===== src/rtl/serial_mag_compare_ctrl_pkg.sv =====
// Shared types and constants for the nibble-serial magnitude comparator.
package serial_mag_compare_ctrl_pkg;

    localparam int NIBBLE = 4;

    typedef enum logic [1:0] {
        IDLE    = 2'd0,
        COMPARE = 2'd1,
        DONE    = 2'd2
    } state_t;

    // One-hot cascade result: equal / less / greater.
    typedef struct packed {
        logic e;
        logic l;
        logic g;
    } cmp_res_t;

    function automatic int nib_count(input int width);
        return width / NIBBLE;
    endfunction

endpackage


===== src/rtl/serial_mag_compare_ctrl_comp4.sv =====
// 4-bit cascadable magnitude comparator; cascade inputs only matter when a == b.
module comp4 (
    input  logic [3:0] a,
    input  logic [3:0] b,
    input  logic       inE,
    input  logic       inL,
    input  logic       inG,
    output logic       outE,
    output logic       outL,
    output logic       outG
);

    always_comb begin
        outE = 1'b0;
        outL = 1'b0;
        outG = 1'b0;
        if (a > b) begin
            outG = 1'b1;
        end else if (a < b) begin
            outL = 1'b1;
        end else begin
            outE = inE;
            outL = inL;
            outG = inG;
        end
    end

endmodule


===== src/rtl/serial_mag_compare_ctrl.sv =====
// Compares two WIDTH-bit operands one nibble per cycle, MS nibble first,
// exiting as soon as a nibble differs.
module serial_mag_compare_ctrl
    import serial_mag_compare_ctrl_pkg::*;
#(
    parameter int WIDTH = 16
) (
    input  logic                            clk,
    input  logic                            rst,
    input  logic                            start,
    input  logic                            signed_mode,
    input  logic [WIDTH-1:0]                a,
    input  logic [WIDTH-1:0]                b,
    output logic                            busy,
    output logic                            done,
    output logic                            eq,
    output logic                            lt,
    output logic                            gt,
    output logic [$clog2(WIDTH/NIBBLE):0]   nibbles_used
);

    localparam int NNIB  = nib_count(WIDTH);
    localparam int IDX_W = (NNIB > 1) ? $clog2(NNIB) : 1;
    localparam int CNT_W = $clog2(NNIB) + 1;

    state_t             state_reg;
    logic [WIDTH-1:0]   a_reg;
    logic [WIDTH-1:0]   b_reg;
    logic               signed_reg;
    logic [IDX_W-1:0]   idx_reg;
    logic [CNT_W-1:0]   cnt_reg;
    logic               eq_reg;
    logic               lt_reg;
    logic               gt_reg;

    logic [NIBBLE-1:0]  a_nib [NNIB];
    logic [NIBBLE-1:0]  b_nib [NNIB];
    logic [NIBBLE-1:0]  a_sel;
    logic [NIBBLE-1:0]  b_sel;
    cmp_res_t           res;

    // Flipping the sign bit of the top nibble maps two's-complement order
    // onto unsigned order, so the rest of the datapath stays unsigned.
    genvar gi;
    generate
        for (gi = 0; gi < NNIB; gi++) begin : g_nib
            if (gi == NNIB - 1) begin : g_msn
                assign a_nib[gi] = {a_reg[gi*NIBBLE+3] ^ signed_reg, a_reg[gi*NIBBLE +: 3]};
                assign b_nib[gi] = {b_reg[gi*NIBBLE+3] ^ signed_reg, b_reg[gi*NIBBLE +: 3]};
            end else begin : g_lsn
                assign a_nib[gi] = a_reg[gi*NIBBLE +: NIBBLE];
                assign b_nib[gi] = b_reg[gi*NIBBLE +: NIBBLE];
            end
        end
    endgenerate

    assign a_sel = a_nib[idx_reg];
    assign b_sel = b_nib[idx_reg];

    comp4 u_comp4 (
        .a    (a_sel),
        .b    (b_sel),
        .inE  (1'b1),
        .inL  (1'b0),
        .inG  (1'b0),
        .outE (res.e),
        .outL (res.l),
        .outG (res.g)
    );

    always_ff @(posedge clk) begin
        if (rst) begin
            state_reg  <= IDLE;
            a_reg      <= '0;
            b_reg      <= '0;
            signed_reg <= 1'b0;
            idx_reg    <= '0;
            cnt_reg    <= '0;
            eq_reg     <= 1'b0;
            lt_reg     <= 1'b0;
            gt_reg     <= 1'b0;
        end else begin
            case (state_reg)
                IDLE: begin
                    if (start) begin
                        a_reg      <= a;
                        b_reg      <= b;
                        signed_reg <= signed_mode;
                        idx_reg    <= IDX_W'(NNIB - 1);
                        cnt_reg    <= '0;
                        eq_reg     <= 1'b0;
                        lt_reg     <= 1'b0;
                        gt_reg     <= 1'b0;
                        state_reg  <= COMPARE;
                    end
                end
                COMPARE: begin
                    cnt_reg <= cnt_reg + CNT_W'(1);
                    if (res.l) begin
                        lt_reg    <= 1'b1;
                        eq_reg    <= 1'b0;
                        gt_reg    <= 1'b0;
                        state_reg <= DONE;
                    end else if (res.g) begin
                        gt_reg    <= 1'b1;
                        eq_reg    <= 1'b0;
                        lt_reg    <= 1'b0;
                        state_reg <= DONE;
                    end else if (idx_reg == '0) begin
                        eq_reg    <= 1'b1;
                        lt_reg    <= 1'b0;
                        gt_reg    <= 1'b0;
                        state_reg <= DONE;
                    end else begin
                        idx_reg <= idx_reg - IDX_W'(1);
                    end
                end
                DONE: begin
                    state_reg <= IDLE;
                end
                default: begin
                    state_reg <= IDLE;
                end
            endcase
        end
    end

    assign busy         = (state_reg == COMPARE);
    assign done         = (state_reg == DONE);
    assign eq           = eq_reg;
    assign lt           = lt_reg;
    assign gt           = gt_reg;
    assign nibbles_used = cnt_reg;

endmodule


===== config.mk =====
export PLATFORM = sky130hd
export DESIGN_NAME = serial_mag_compare_ctrl
export DESIGN_NICKNAME = d
export VERILOG_FILES = /design/src/rtl/serial_mag_compare_ctrl_pkg.sv /design/src/rtl/serial_mag_compare_ctrl_comp4.sv /design/src/rtl/serial_mag_compare_ctrl.sv
export SDC_FILE = /design/constraint.sdc
export NUM_CORES = 1
export LEC_CHECK = 0
export ABC_AREA = 1
export CAP_MARGIN = 5
export CORE_UTILIZATION = 40
export DETAILED_ROUTE_END_ITERATION = 7
export GPL_ROUTABILITY_DRIVEN = 1
export PLACE_DENSITY = 0.66
export RECOVER_POWER = 100
export SETUP_SLACK_MARGIN = 0.5
export SLEW_MARGIN = 40
export SYNTH_ARGS = -nofsm -noshare
export SYNTH_HDL_FRONTEND = slang
export SYNTH_HIERARCHICAL = 1
export SYNTH_SLANG_ARGS = --single-unit

===== constraint.sdc =====
create_clock -name clk -period 2.6 [get_ports clk]
set_clock_uncertainty 0.05 [all_clocks]
set_input_delay 0.52 -clock clk [delete_from_list [all_inputs] [get_ports clk]]
set_output_delay 0.52 -clock clk [all_outputs]
set_load 0.02 [all_outputs]

==> results.cfg <==
[global_route]
grt_overflow_total = 0
antenna_found_initial = 0
grt_max_degree = 34
grt_pass1_vias = 1655
grt_util_all_layers_pct = 18.2
grt_pass1_wl_um = 7460

[synth]
yosys_warnings = 6
postSynthCellCount = 279
syn_avg_cell_area_sq_um = 7.17
syn-cell-area_sq_um = 2000

[placed_design]
place_hpwl_um = 3120
place_ws_ps = 401
gp_congestion = 0.832
io_buffer_count = 43

[timing]
slew_headroom_pct = 34.9
setup_viol = 0
period_share_pct = 88.2
final_hold_viol_count = 0
final_max_slew_viol_count = 0
worst_slew_pin_slew_ps = 975
fmax_mhz = 436
post-route-min-period_ps = 2290
fin_ws_ps = 307
rsz0062_at_grt = yes
fin_setup_tns_ps = 0

[layout]
area_growth_pct = 31.8
layout-drive-gt1-share_pct = 11.9
fin_util_pct = 55.5
layout.nets = 363
fillCellCount = 517
antenna_cells = 0

[clock_network]
root_buffer = clkbuf_8
clock_latency_ps = 290
cts.sinks = 43
h-tree-depth = 2
clkTransAtPathRegs_ps = 70
cts_buffers = 5
cts_tree = built
cts.path.max_buffers = 2
ctsHoldBuffers = 0

[floorplan]
start_util_pct = 42.1
fp-row-count = 25
core_area_sq_um = 4750
ioPinCount = 44
die_h_um = 72.7
die_w_um = 72.7
die_area_sq_um = 5290

[worst_hold_path]
hold_path_class = register to register

[routing]
drtAntennaViolNets = 0
wl_per_cell_um = 11.5
dr.pass1.iters = 4
drcViolationCount = 0
wl_um = 4470
vias = 1853
initialDrtViolationCount = 145
via_per_inst = 4.79

[pwr]
irDropWorstVdd_mv = 0.403
cellLeakagePower_nw = 1.11
power_per_cell_area_nw_per_um2 = 697

[worst_setup_path]
critPathCaptureType = register
worstPathRequired_ps = 2780
cp_max_fo = 9
arrival_ps = 2470
criticalPathCategory = register to register
start_kind = register

[job]
max_cap_viol_count = 0

[run_status]
run_status = finished, final reports clean
timing repair:
item                       in CTS  in global routing
setup endpoints to repair       6                  7
pin swaps                       2                  3
buffers inserted                0                  2
gates resized for setup        12                 19
report_power, final:
group	switching, W	internal [W]	total [W]
Clock	0.000196	0.000179	0.000375
Sequential	0.0000525	0.000736	0.000788
Combinational	0.000398	0.000277	0.000674
Total	0.000647	0.00119	0.00184
stage by stage:
step	hold WS (ps)	power (W)	cell area, sq um	instances
floorplan	399	0.00121	2010	280
global placement	418	0.00136	2470	379
detailed placement	420	0.00137	2470	379
CTS	436	0.00178	2580	385
global route	457	0.00198	2640	387
finish	437	0.00184	2640	387
layout by cell type (no fill, tap or decap), types with 5 or more instances in the layout:
| cell type | count |
|---|---|
| nor2_1 | 90 |
| o21ai_0 | 47 |
| dfxtp_1 | 42 |
| clkdlybuf4s50_1 | 33 |
| nand2_1 | 15 |
| inv_1 | 12 |
| a21oi_1 | 10 |
| dlygate4sd3_1 | 9 |
| o22ai_1 | 6 |
| nand2_2 | 6 |
| ha_1 | 5 |
| clkbuf_8 | 5 |
cell type report:
| type | instances | area (sq um) | area share (%) |
|---|---|---|---|
| clock buffers | 6 | 72.6 | 2.75 |
| repair buffers | 49 | 483 | 18.3 |
| flip-flops and latches | 43 | 865 | 32.8 |
| multi-input cells | 205 | 1060 | 40.2 |
| inverters | 17 | 72.6 | 2.75 |
| well taps | 67 | 83.8 | 3.18 |
layer usage:
layer / track usage (%) / wire length (um)
met4: 5.88 / 43
met5: 0 / 0
met1: 24.8 / 2180
met2: 28.3 / 2010
met3: 4.56 / 230
worst max-delay path, cell delays in order, from the launching register on:
cell	delay, ps
dfxtp_4	390
buf_8	130
buf_6	130
nor2_1	40
o22ai_1	120
inv_1	70
ha_1	290
nand2_1	160
nor3_4	50
a21oi_1	300
inv_1	110
nor3_1	200
nor2_1	70
nor2_1	100
final timing paths:
kind / from / endpoint / slack (ps) / depth (start not counted)
max reg2reg: idx_reg[0] / gt / 310 / 13
min reg2reg: nibbles_used[0] / nibbles_used[0] / 440 / 1
max: idx_reg[0] / gt / 310 / 13
min: nibbles_used[0] / nibbles_used[0] / 440 / 1
No activity file was read; power rests on OpenSTA's default activity.
